## src/rtl/program_counter_pkg.sv

```systemverilog
// Shared constants and next-state selection for the Hack-style program counter.
package program_counter_pkg;

  localparam int PC_WIDTH = 16;
  localparam logic [PC_WIDTH-1:0] PC_RESET_VALUE = '0;

  typedef enum logic [1:0] {
    PC_OP_HOLD  = 2'd0,
    PC_OP_INC   = 2'd1,
    PC_OP_LOAD  = 2'd2,
    PC_OP_RESET = 2'd3
  } pc_op_e;

  // Strict priority: reset > load > inc > hold.
  function automatic pc_op_e pc_select_op(input logic reset, input logic load,
                                          input logic inc);
    pc_op_e op;
    if (reset)     op = PC_OP_RESET;
    else if (load) op = PC_OP_LOAD;
    else if (inc)  op = PC_OP_INC;
    else           op = PC_OP_HOLD;
    return op;
  endfunction

endpackage

```

## src/rtl/program_counter_inc16.sv

```systemverilog
// WIDTH-bit combinational incrementer (out = in + 1, wrapping), shared with the gate library.
module inc16 #(
  parameter int WIDTH = 16
) (
  input  logic [WIDTH-1:0] in,
  output logic [WIDTH-1:0] out
);

  assign out = in + WIDTH'(1);

endmodule

```

## src/rtl/program_counter.sv

```systemverilog
// Program counter: clear / load / increment / hold into one register, out driven from the flop.
module program_counter
  import program_counter_pkg::*;
#(
  parameter int WIDTH = PC_WIDTH
) (
  input  logic             clk,
  input  logic             reset,
  input  logic [WIDTH-1:0] in,
  input  logic             load,
  input  logic             inc,
  output logic [WIDTH-1:0] out
);

  localparam logic [WIDTH-1:0] RESET_VALUE = WIDTH'(PC_RESET_VALUE);

  // Declaration initialiser gives the defined zero value before any reset or edge.
  logic [WIDTH-1:0] pc_q = RESET_VALUE;
  logic [WIDTH-1:0] pc_d;
  logic [WIDTH-1:0] pc_plus_one;
  pc_op_e           pc_op;

  inc16 #(.WIDTH(WIDTH)) u_inc16 (
    .in  (pc_q),
    .out (pc_plus_one)
  );

  always_comb begin
    pc_op = pc_select_op(reset, load, inc);
    pc_d  = pc_q;
    case (pc_op)
      PC_OP_RESET: pc_d = RESET_VALUE;
      PC_OP_LOAD:  pc_d = in;
      PC_OP_INC:   pc_d = pc_plus_one;
      default:     pc_d = pc_q;
    endcase
  end

  always_ff @(posedge clk) begin
    if (reset) pc_q <= RESET_VALUE;
    else       pc_q <= pc_d;
  end

  assign out = pc_q;

endmodule

```

## config.mk

```make
export PLATFORM = sky130hd
export DESIGN_NAME = program_counter
export DESIGN_NICKNAME = d
export VERILOG_FILES = /design/src/rtl/program_counter_pkg.sv /design/src/rtl/program_counter_inc16.sv /design/src/rtl/program_counter.sv
export SDC_FILE = /design/constraint.sdc
export NUM_CORES = 1
export LEC_CHECK = 0
export CORE_UTILIZATION = 35
export CTS_CLUSTER_SIZE = 30
export DETAILED_ROUTE_END_ITERATION = 8
export GPL_TIMING_DRIVEN = 0
export HOLD_SLACK_MARGIN = 0.03
export PLACE_DENSITY = 0.69
export SLEW_MARGIN = 20
export SYNTH_ARGS = -nofsm -noshare
export SYNTH_HDL_FRONTEND = slang
export SYNTH_SLANG_ARGS = --single-unit
```

## constraint.sdc

```tcl
create_clock -name clk -period 2.6 [get_ports clk]
set_input_delay 0.65 -clock clk [delete_from_list [all_inputs] [get_ports clk]]
set_output_delay 0.65 -clock clk [all_outputs]
set_load 0.02 [all_outputs]
```

==> summary.md, run 1 <==
| Metric | Value |
|---|---|
| Setup TNS | `0 ns` |
| Share of layout cells above drive strength 1 | `11.4%` |
| Reg-to-Reg End | `out[12]` |
| Clock Tree Root | `clkbuf_4` |
| Yosys Warn Count | `0` |
| Hold crit path type | `flop to flop` |
| Outcome | `finished, violations left` |
| EDFF count, synth | `0` |
| Dpl cells | `209` |
| Hold path endpoint | `out[15]` |
| Flop and latch count out of synthesis | `16` |
| Finished Core Util | `56.0%` |
| Core area | `2850 sq um` |
| Clock Latency Late Sink | `0.29 ns` |
| CTS Sinks | `16` |
| Die area | `3340 sq um` |
| Period utilisation layout | `97.2%` |
| Vias | `1,239` |
| Boundary pin count | `36` |
| First-pass GRT wire length | `4.88 mm` |
| DPL Wire Length | `2.25 mm` |
| Arr. time, crit path | `2.75 ns` |
| Port bufs | `35` |
| Final wirelength | `3.09 mm` |
| Vias in the first global route | `1,081` |
| Via/cell ratio | `5.74` |
| Post-synth net total | `167` |
| Multi-input logic area | `757 sq um` |
| Die width | `57.8 um` |
| Top FF cell, synth | `dfxtp_1` |
| Avg Inst Size Synth | `7.62 sq um` |
| Clock skew | `0.00219 ns` |
| Max IR drop VDD | `0.000161 V` |
| Mapped Area | `1090 sq um` |
| Minimum clock period | `2.53 ns` |
| Netlist cell types | `44` |
| Crit Path Class | `primary input to flop` |
| WL/cell | `14.3 um` |
| Max reg flops | `16` |
| Die Y | `57.8 um` |
| RePlAce Congestion | `0.852` |
| PD cells | `352 nW/um^2` |
| Clock Tree Buf Depth | `2` |
| Failing checks | `DRC` |
| Fillers | `278` |
| Slew headroom | `66.9%` |
| Max cap viols | `0` |
| Num CTS Buffers | `3` |
| Worst path max stage delay | `0.49 ns` |
| Hold Crit Depth | `2` |
| Leakage | `0.536 nW` |
| Worst hold start | `out[15]` |
| CP startpoint kind | `primary input` |
| DRC | `3` |
| Area growth, synth to finish | `46.5%` |
| GRT overflow | `0` |
| FF-to-FF Start | `out[0]` |
| Diode count | `0` |
| Initial antenna violation count | `0` |
| # setup viols final | `0` |
| Pre-Repair DR Iteration Count | `6` |
| Fmax | `396 MHz` |
| R2r worst-path depth | `5` |
| CP Capture Type | `flop` |
| Final hold slack | `0.530 ns` |
| Initial Utilization | `38.2%` |
| Buffering stage count on the worst path with inverters included | `2` |
| Commonest non-fill, non-tap cells in the layout | `clkdlybuf4s50_1, nand2_1, dfxtp_1` |
| ANT nets after route | `0` |
| Commonest non-fill, non-tap cell in the layout | `clkdlybuf4s50_1` |
| Slew @ Worst Pin | `0.494 ns` |
| RSZ-0062 raised after global routing | `false` |
| Top delay family on crit path | `simple AND/OR/NAND/NOR gates` |
| Cell Rows | `19` |
| Final Net Count | `210` |
| Final Non-Filler Cells | `216` |
| Max FO, Critical Path | `7` |
| Clk pin slew, worst setup/hold paths | `0.10 ns` |
| Final Hold Viols | `0` |
| Async set-reset flop share out of synthesis | `0%` |
| Max Slew Vio Count | `0` |
| Iteration-0 DRC Markers | `61` |
| Post-CTS Hold Buffers | `0` |
| Sequential cell area | `320 sq um` |
| Worst path required time | `2.83 ns` |
| Mapped Cells | `143` |
| Post-synthesis sequential area ratio | `29.4%` |
| CTS tree | `yes` |
| Slowest CP cell | `or4_1` |
| CP cell instances | `clkdlybuf4s50_1, or2_4, ha_4, or3b_1, buf_6, or4_1, a31oi_1` |
| Tot GR Track Use | `18.8%` |
| H-tree levels | `1` |
| Reg2Reg Setup Slack | `0.68 ns` |
| Largest net degree at the start of global routing | `11` |
-- cells in the mapped netlist, drive strengths merged (3+ instances only) --
cell type	instances	area share (%)
o21ai	7	3.2
and3	3	1.7
a22oi	6	4.1
dfxtp	16	29
inv	6	2.1
nand3	9	4.1
nand2	17	5.9
nor4	4	2.3
nor2	9	3.1
ha	4	4.6
nand4	3	1.7
xnor2	3	2.4
a31oi	7	4.0
a21oi	8	3.7
clkbuf	6	2.1
-- repair_timing --
item | 4_1_cts | 5_1_grt
setup endpoints to repair | 16 | 2
pin swaps | 3 | 1
gates resized for setup | 12 | 1
hold endpoints to repair | 0 | 0
buffers inserted | 3 | 0
-- how the worst max path moves through the flow --
stage	start	end	slack, ns	cells past startpoint
after floorplan	reset	out[11]	0.01	8
after global placement	reset	out[11]	-0.68	9
after detailed placement	reset	out[11]	-0.72	9
after CTS	load	out[11]	0.01	8
after global routing	load	out[11]	0.004	8
final	load	out[11]	0.07	7
-- cells by family (layout without fill, tap and decap cells) --
group	count (synthesis)	after routing	synth area share (%)
compound gates	39	39	23.8
xor+xnor	4	4	3.22
fa+ha+maj	4	4	4.59
buf+inv	14	56	4.94
flops	16	16	29.4
simple gates	63	63	31.2
mux	3	3	2.87
-- per-stage QoR --
step	power (W)	instance area [sq um]	setup WS [ns]
finish	0.000563	1600	0.0739
global route	0.000583	1600	0.00423
CTS	0.000562	1590	0.0133
detailed placement	0.000386	1500	-0.719
global placement	0.000384	1500	-0.677
floorplan	0.000328	1110	0.0107
-- per-layer routing --
layer	wire (um)	global-route usage (%)	vias up
li1	-	-	622
met1	1410	24.8	563
met3	193	2.23	7
met5	0	0	-
met2	1440	30.5	47
met4	53	8.84	0
-- report_power, final --
part	total [W]	switching, W	internal (W)
logic	0.000129	0.0000597	0.0000691
clock network	0.000172	0.0000864	0.0000854
registers	0.000262	0.0000102	0.000252
-- worst reg2reg max path, stage by stage (launching register included) --
cell and delay (ns):
dfxtp_1 0.49, ha_1 0.31, nand3_1 0.16, nor4_1 0.48, nor4b_1 0.10, a211o_1 0.27
-- final cells by class --
cell class / instances / area share [%]
tap: 31 / 2.43
timing repair buffer: 38 / 23.3
multi-input combinational: 113 / 47.4
clock buffer: 4 / 2.27
buffer: 8 / 3.13
sequential: 16 / 20.1
inverter: 6 / 1.41
Power figures use the tool's default switching activity.
==> run 2, diff against run 1 <==
--- a/config.mk
+++ b/config.mk
@@ -6,11 +6,13 @@
 export NUM_CORES = 1
 export LEC_CHECK = 0
 export CORE_UTILIZATION = 35
+export CTS_CLUSTER_DIAMETER = 60
 export CTS_CLUSTER_SIZE = 30
 export DETAILED_ROUTE_END_ITERATION = 8
 export GPL_TIMING_DRIVEN = 0
 export HOLD_SLACK_MARGIN = 0.03
-export PLACE_DENSITY = 0.69
+export PLACE_DENSITY = 0.67
+export RECOVER_POWER = 50
 export SLEW_MARGIN = 20
 export SYNTH_ARGS = -nofsm -noshare
 export SYNTH_HDL_FRONTEND = slang
==> summary.md, run 2 (synthesis gave the netlist of run 1 again) <==
| Metric | Value |
|---|---|
| Outcome | `finished, violations left` |
| Failing checks | `DRC` |
| GRT overflow | `0 (unchanged)` |
| PD cells | `347 nW/um^2 (-1.4%)` |
| Multi-input logic area | `759 sq um (+0.33%)` |
| Clock Latency Late Sink | `0.29 ns (about the same)` |
| Switching fraction of total power | `27.6% (-0.19 points)` |
| Vias in the first global route | `1,137 (+5.2%)` |
| Fillers | `280 (+0.72%)` |
| Cell Rows | `19 (unchanged)` |
| RePlAce Congestion | `0.875 (+2.7%)` |
| ANT nets after route | `0 (unchanged)` |
| Leakage | `0.605 nW (+13%)` |
| Die Y | `57.8 um (unchanged)` |
| Die area | `3340 sq um (unchanged)` |
| First-pass GRT wire length | `5.19 mm (+6.4%)` |
| Met2 routed WL | `1.58 mm (+10%)` |
| Minimum clock period | `2.52 ns (-0.00708 ns)` |
| Wire length on met1 | `1.36 mm (-3.2%)` |
| Hold Crit Depth | `2 (unchanged)` |
| Iteration-0 DRC Markers | `82 (+34%)` |
| Period utilisation layout | `96.9% (-0.27 points)` |
| Max IR drop VDD | `0.000137 V (-15%)` |
| Pre-Repair DR Iteration Count | `6 (unchanged)` |
| Slew headroom | `64.7% (-2.2 points)` |
| CP cell instances | `clkdlybuf4s50_1, a21oi_4, ha_4, or3b_4, buf_6, or4_1, a31oi_1` |
| Clock skew | `0.00193 ns (-0.000264 ns)` |
| Max reg flops | `16 (unchanged)` |
| CP startpoint kind | `primary input` |
| Vias | `1,263 (+1.9%)` |
| Slew @ Worst Pin | `0.524 ns (+0.0300 ns)` |
| Buffering stage count on the worst path with inverters included | `2 (unchanged)` |
| Met3 Wirelength | `222 um (+15%)` |
| Share of layout cells above drive strength 1 | `12.9% (+1.6 points)` |
| CP Capture Type | `flop` |
| Initial antenna violation count | `0 (unchanged)` |
| Clk pin slew, worst setup/hold paths | `0.10 ns (about the same)` |
| Area growth, synth to finish | `47.6%` |
| DPL Wire Length | `2.34 mm (+4.0%)` |
| NetSw | `0.000154 W (-1.3%)` |
| Initial Utilization | `38.2% (unchanged)` |
| Sequential cell area | `320 sq um (unchanged)` |
| Fmax | `397 MHz (+0.28%)` |
| Clock power share | `30.3% (-0.2 points)` |
| Setup TNS | `0 ns (unchanged)` |
| Boundary pin count | `36 (unchanged)` |
| Top Layer Used | `met4` |
| Via/cell ratio | `5.82 (+1.5%)` |
| Worst path required time | `2.82 ns (about the same)` |
| Top delay family on crit path | `simple AND/OR/NAND/NOR gates` |
| Post-CTS Hold Buffers | `0 (unchanged)` |
| Largest net degree at the start of global routing | `11 (unchanged)` |
| R2r worst-path depth | `5 (unchanged)` |
| Final Net Count | `211 (+0.48%)` |
| Max cap viols | `0 (unchanged)` |
| Port bufs | `35 (unchanged)` |
| CTS tree | `yes` |
| Sequential share of power | `46.9% (+0.3 points)` |
| Worst path max stage delay | `0.49 ns (about the same)` |
| Final Hold Viols | `0 (unchanged)` |
| Final wirelength | `3.24 mm (+4.8%)` |
| Core area | `2850 sq um (unchanged)` |
| Max Slew Vio Count | `0 (unchanged)` |
| Num CTS Buffers | `3 (unchanged)` |
| Hold crit path type | `flop to flop` |
| Total internal power | `0.000405 W (-0.37%)` |
| Die width | `57.8 um (unchanged)` |
| H-tree levels | `1 (unchanged)` |
| CTS Sinks | `16 (unchanged)` |
| Comb pwr share | `22.9% (about the same)` |
| # setup viols final | `0 (unchanged)` |
| Crit path depth | `7 (unchanged)` |
| Diode count | `0 (unchanged)` |
| Overall power | `0.000559 W (-0.63%)` |
| Commonest non-fill, non-tap cells in the layout | `nand2_1, clkdlybuf4s50_1, dfxtp_1, dlygate4sd3_1` |
| WL/cell | `14.9 um (+4.3%)` |
| Finished Core Util | `56.4% (+0.44 points)` |
| Crit Path Class | `primary input to flop` |
| Clock Tree Buf Depth | `2 (unchanged)` |
| Max FO, Critical Path | `3 (-4)` |
| RSZ-0062 raised after global routing | `false` |
| Clock Tree Root | `clkbuf_4` |
| Arr. time, crit path | `2.73 ns (-0.02 ns)` |
| Tot GR Track Use | `19.9% (+1.1 points)` |
| Slowest CP cell | `or4_1` |
| DRC | `3 (unchanged)` |
[run 2: cell types whose count changed in the layout (fill, tap and decap cells not counted), sizes merged]
| cell | previous run | this run |
|---|---|---|
| dlygate4sd3 | 0 | 16 |
| dlymetal6s2s | 0 | 1 |
| buf | 5 | 6 |
| clkdlybuf4s50 | 34 | 17 |
[run 2: per-layer routing]
metal  vias to the layer above  GRT usage [%]
li1                        622              -
met4                         0           11.2
met3                         9           2.23
met1                       579           25.5
met5                         -              0
met2                        53           32.5
[run 2: final timing paths]
check | start | to | slack, ns
max | inc | out[11] | 0.08
max reg2reg | out[0] | out[12] | 0.64
min reg2reg | out[15] | out[15] | 0.52
min | out[15] | out[15] | 0.52
[run 2: timing repair]
| action | 4_1_cts | 5_1_grt |
|---|---|---|
| endpoints found under the setup margin | 16 | 7 |
| cloned | 0 | 0 |
| buffers inserted | 4 | 0 |
| resized for setup | 12 | 5 |
| pin swaps | 2 | 3 |
[run 2: power groups by stage]
stage	registers, W	clock network [W]	logic [W]
finish	0.000262	0.000169	0.000128
global route	0.000264	0.000182	0.000138
CTS	0.000262	0.000176	0.000129
detailed placement	0.000268	0	0.000119
global placement	0.000267	0	0.000117
floorplan	0.000274	0	0.0000543
[run 2: final cells by class]
cell class	count	share of cell area (%)
Multi-Input combinational cell	113	47.2
Tap cell	31	2.41
Sequential cell	16	19.9
Clock buffer	4	2.26
Inverter	6	1.40
Timing Repair Buffer	39	23.7
Buffer	8	3.11
[run 2: metrics by stage]
stage / area [sq um] / setup WS [ns] / instances / hold slack [ns]
5_1_grt: 1610 / 0.0200 / 217 / 0.563
3_5_place_dp: 1500 / -0.766 / 209 / 0.512
3_3_place_gp: 1500 / -0.678 / 209 / 0.507
6_report: 1610 / 0.0810 / 217 / 0.525
2_1_floorplan: 1110 / 0.0107 / 143 / 0.583
4_1_cts: 1600 / 0.0201 / 217 / 0.526
[run 2: worst reg2reg max path, stage by stage, from the launching register on]
cell	delay, ns
dfxtp_1	0.48
ha_1	0.32
nand3_1	0.16
nor4_1	0.52
nor4b_1	0.11
a211o_1	0.28
==> RTL edit 1: new RTL, settings of run 1 <==
Add an input register stage for `in`, `load` and `inc`, without a reset; this delays them by one clock. Comments in the files are not updated.
--- a/src/rtl/program_counter.sv
+++ b/src/rtl/program_counter.sv
@@ -14,6 +14,16 @@
 
   localparam logic [WIDTH-1:0] RESET_VALUE = WIDTH'(PC_RESET_VALUE);
 
+  logic [WIDTH-1:0] in_q;
+  logic load_q;
+  logic inc_q;
+
+  always_ff @(posedge clk) begin
+    in_q   <= in;
+    load_q <= load;
+    inc_q  <= inc;
+  end
+
   // Declaration initialiser gives the defined zero value before any reset or edge.
   logic [WIDTH-1:0] pc_q = RESET_VALUE;
   logic [WIDTH-1:0] pc_d;
@@ -26,11 +36,11 @@
   );
 
   always_comb begin
-    pc_op = pc_select_op(reset, load, inc);
+    pc_op = pc_select_op(reset, load_q, inc_q);
     pc_d  = pc_q;
     case (pc_op)
       PC_OP_RESET: pc_d = RESET_VALUE;
-      PC_OP_LOAD:  pc_d = in;
+      PC_OP_LOAD:  pc_d = in_q;
       PC_OP_INC:   pc_d = pc_plus_one;
       default:     pc_d = pc_q;
     endcase
Formal check against the unedited RTL: not equivalent (Yosys sat finds a counterexample within 4 cycles, from zero or initial values and one cycle with reset high).
==> RTL edit 1 against run 1 <==
Clock power is 140% higher. Synthesized area is 33% higher. First-iteration DRC count up 21%. Power rose by 95%. Final area grew 28%. Worst setup slack better by 48 ps. Sequential cell count is 18 higher. Wire length up 16%. Hold slack got worse by 72 ps. Register-to-register slack got worse by 150 ps. Critical path depth increased by 1. Largest cell class unchanged.
==> RTL edit 1: results (changes against run 1) <==
| Metric | Value |
|---|---|
| Post-route non-filler standard cell count | 259 (was 216) |
| Layout Nets | 232 (was 210) |
| Synth cell types | 43 (was 44) |
| Largest net degree at the start of global routing | 12 (was 11) |
| Final period util | 0.953 (was 0.972) |
| Worst Reg2Reg Path Length in Cells | 7 (was 5) |
| All-layer global routing usage | 0.188 (about the same) |
| Crit. Startpoint | reset (was load) |
| Status | completed (was finished, violations left) |
| Hold Slack | 458 ps (was 530 ps) |
| Layout cells sized above 1 | 0.129 (was 0.114) |
| CTS max path bufs | 2 (unchanged) |
| Area delta synth->final | 41.2% (was 46.5%) |
| Post-synthesis mux area share | 0.0216 (was 0.0287) |
| Via count | 1,380 (was 1,239) |
| # H-tree levels | 2 (was 1) |
| Sequential share of the synthesized area | 0.469 (was 0.294) |
| Clk slew on worst S/H paths | 80 ps (was 100 ps) |
| CTS Buf Count | 5 (was 3) |
| Fillers | 391 (was 278) |
| Dpl cells | 246 (was 209) |
| Area contributors post-synth | dfxtp_1 (47%), nand2_1 (4.4%), ha_1 (3.5%) (was dfxtp_1 (29%), nand2_1 (5.9%), ha_1 (4.6%)) |
| DRT iter0 DRCs | 74 (was 61) |
| Drt total wl | 3580 um (was 3090 um) |
| Root Buffer | clkbuf_8 (was clkbuf_4) |
| Worst EP arrival | 2690 ps (was 2750 ps) |
| RR Startpoint | load_q (was out[0]) |
| Worst hold path startpoint | in_q[15] (was out[15]) |
| First-pass GRT wire length | 6040 um (was 4880 um) |
| XOR/XNOR Fraction of Synth Area | 0.0242 (was 0.0321) |
| Syn Area/Cell | 9.01 um2 (was 7.62 um2) |
| Global placement routability congestion | 0.914 (was 0.852) |
| Commonest cells in the netlist | dfxtp_1 (34), nand2_1 (17), nand3_1 (9), nor2_1 (9), a21oi_1 (8) (was nand2_1 (17), dfxtp_1 (16), nand3_1 (9), nor2_1 (9), a21oi_1 (8)) |
| DP Area | 0.00189 mm2 (was 0.00150 mm2) |
| Maximum VDD drop | 0.255 mV (was 0.161 mV) |
| Synth Area in Adders | 0.0345 (was 0.0459) |
| Post-DP HPWL | 2410 um (was 2250 um) |
| Vias in the first global route | 1,274 (was 1,081) |
| Static Leak | 0.722 nW (was 0.536 nW) |
| DP Worst Slack | -783 ps (was -719 ps) |
| Final Skew | 10.4 ps (was 2.19 ps) |
| Worst slew margin | 0.659 (was 0.669) |
## RTL edit 1: metal layers
metal | vias up | track usage | routed length (um) | part of all wire
li1 | 683 | - | - | -
met1 | 641 | 0.241 | 1640 | 0.46
met2 | 48 | 0.296 | 1660 | 0.46
met3 | 8 | 0.0414 | 202 | 0.056
met4 | 0 | 0.0878 | 71 | 0.020
met5 | - | 0 | 0 | 0
## RTL edit 1: final cells by class
type / count / share of cell area
repair buffers: 40 / 0.189
plain buffers: 8 / 0.0244
clock buffers: 6 / 0.0403
clock inverters: 2 / 0.00611
inverters: 6 / 0.0110
well taps: 50 / 0.0306
multi-input cells: 113 / 0.366
flip-flops and latches: 34 / 0.333
## RTL edit 1: timing repair
| item | CTS | global route |
|---|---|---|
| hold buffers | 0 | 0 |
| setup endpoints to repair | 16 | 0 |
| setup buffers | 5 | 0 |
| resized for setup | 12 | 0 |
## RTL edit 1: where the power goes
group	internal, mW	switching (mW)
combinational	0.0714	0.0586
clock	0.213	0.195
sequential	0.543	0.0150
total	0.827	0.269
==> RTL edit 2: new RTL, settings of run 1 <==
Made on the original files. `PC_WIDTH`: 16 -> 24.
--- a/src/rtl/program_counter_pkg.sv
+++ b/src/rtl/program_counter_pkg.sv
@@ -1,7 +1,7 @@
 // Shared constants and next-state selection for the Hack-style program counter.
 package program_counter_pkg;
 
-  localparam int PC_WIDTH = 16;
+  localparam int PC_WIDTH = 24;
   localparam logic [PC_WIDTH-1:0] PC_RESET_VALUE = '0;
 
   typedef enum logic [1:0] {
Ports: changed (resized in and out); port bits go from 36 to 52. The function was not compared with the original's and may differ.
==> RTL edit 2 against run 1 <==
Clock power rose by 33%. Worst setup slack improved by 19 ps. Combinational power rose by 28%. Power grew 40%. Final area increased by 36%. Sequential cell count up 8. Wire length rose by 50%. Non-clock buffer count grew 16. Synthesized area increased by 41%.
==> RTL edit 2: results (changes against run 1) <==
| Metric | Value |
|---|---|
| Mapped Nets | 230 (was 167) |
| Syn Area/Cell | 7.77 um2 (was 7.62 um2) |
| Syn. warnings | 0 (unchanged) |
| # H-tree levels | 1 (unchanged) |
| Area contributors post-synth | dfxtp_1 (31%), a22oi_1 (5.4%), nand3_1 (5.2%) (was dfxtp_1 (29%), nand2_1 (5.9%), ha_1 (4.6%)) |
| CTS Buf Count | 3 (unchanged) |
| Dpl cells | 298 (was 209) |
| Worst EP arrival | 2690 ps (was 2750 ps) |
| Max reg flops | 24 (was 16) |
| Drt total wl | 4650 um (was 3090 um) |
| Worst slew pin tran | 538 ps (was 494 ps) |
| DRT iter0 DRCs | 89 (was 61) |
| CP max FO | 10 (was 7) |
| Layout cells sized above 1 | 0.0677 (was 0.114) |
| Clk slew on worst S/H paths | 90 ps |
| Via count | 1,697 (was 1,239) |
| Commonest cells in the netlist | dfxtp_1 (24), nand2_1 (19), nand3_1 (16) (was nand2_1 (17), dfxtp_1 (16), nand3_1 (9), nor2_1 (9), a21oi_1 (8)) |
| Post-DP HPWL | 3430 um (was 2250 um) |
| PortBufs | 50 (was 35) |
| DR WL/cell | 15.5 um (was 14.3 um) |
| Sequential share of the synthesized area | 0.312 (was 0.294) |
| First-pass GRT wire length | 7430 um (was 4880 um) |
| Synth cell types | 43 (was 44) |
| Layout Nets | 285 (was 210) |
| Inserted Diodes | 0 (unchanged) |
| Root Buffer | clkbuf_8 (was clkbuf_4) |
| All-layer global routing usage | 0.210 (was 0.188) |
| HP Class | flip-flop to flip-flop (unchanged) |
| Clk_lat worst skew | 270 ps (was 290 ps) |
| Static Leak | 0.715 nW (was 0.536 nW) |
| Final Skew | 6.66 ps (was 2.19 ps) |
| First-pass iteration count of the detailed router | 4 (was 6) |
| Vias in the first global route | 1,535 (was 1,081) |
| Status | completed (was finished, violations left) |
| DP Area | 0.00210 mm2 (was 0.00150 mm2) |
| CTS max path bufs | 2 (unchanged) |
| Maximum VDD drop | 0.191 mV (was 0.161 mV) |
| Async S/R FF share, synth | 0 (unchanged) |
| Initial antenna violation count | 0 (unchanged) |
| Global placement routability congestion | 0.826 (was 0.852) |
| Largest net degree at the start of global routing | 13 (was 11) |
RTL edit 2: cell types whose count changed in the layout (fill, tap and decap cells not counted), moves of 3 or more:
cell,change
nor2_1,+5
dfxtp_1,+8
a31oi_1,-7
clkbuf_1,+4
a22oi_1,+5
o21ai_0,+3
clkdlybuf4s50_1,+16
xor2_1,+5
inv_1,+4
nor3_1,+5
o22ai_1,+8
nand3_1,+7
a32oi_1,+3
clkbuf_4,-3
RTL edit 2: cells by family (layout without fill, tap and decap cells):
kind of cell,Yosys count,count (layout),synth area share
adders and majority gates,4,4,0.0325
buffers and inverters,21,74,0.0593
DFF,24,24,0.312
AOI/OAI and AO/OA,54,54,0.236
muxes,1,1,0.00650
and+or+nand+nor,83,83,0.291
xor gates and xnor gates,11,11,0.0626
RTL edit 2: worst paths after layout:
check | startpoint | to | slack (ps) | depth (start not counted)
max reg2reg | out[0] | out[22] | 610 | 7
max | load | out[12] | 90 | 7
min reg2reg | out[10] | out[10] | 530 | 2
min | out[10] | out[10] | 530 | 2
RTL edit 2: report_power, final:
part	leakage [nW]	internal, mW	total [mW]	switching (mW)
Combinational	0.499	0.0836	0.165	0.0818
Sequential	0.194	0.377	0.393	0.0151
Clock	0.0216	0.104	0.229	0.125
Total	0.715	0.565	0.787	0.222
RTL edit 2: stage by stage:
stage | hold WS [ps] | setup slack (ps) | util
global route | 553 | 0.767 | 0.527
finish | 532 | 93.1 | 0.527
floorplan | 580 | 160 | -
global placement | 522 | -406 | 0.511
detailed placement | 525 | -437 | 0.511
CTS | 537 | 9.09 | 0.522
RTL edit 2: critical path, cell delays in order:
cell and delay (ps):
clkdlybuf4s50_1 410, or2_2 310, inv_1 90, ha_2 320
clkbuf_1 460, o21ai_0 170, a311oi_1 280
RTL edit 2: cell type report:
class	instances	area [um2]
fillers	413	1950
multi-input cells	153	983
repair buffers	52	515
flip-flops and latches	24	480
well taps	50	62.6
plain buffers	10	50.0
clock buffers	3	41.3
inverters	9	33.8
RTL edit 2: repair_timing:
item	4_1_cts	5_1_grt
setup buffers	0	2
endpoints found under the setup margin	14	22
gates resized for setup	2	3
pin swaps	1	1
RTL edit 2: layer usage:
metal  up-vias  GRT usage  part of all wire
li1        842          -                 -
met1       789      0.285              0.46
met2        61      0.347              0.47
met3         5     0.0283             0.065
met4         0     0.0495            0.0082
met5         -          0                 0
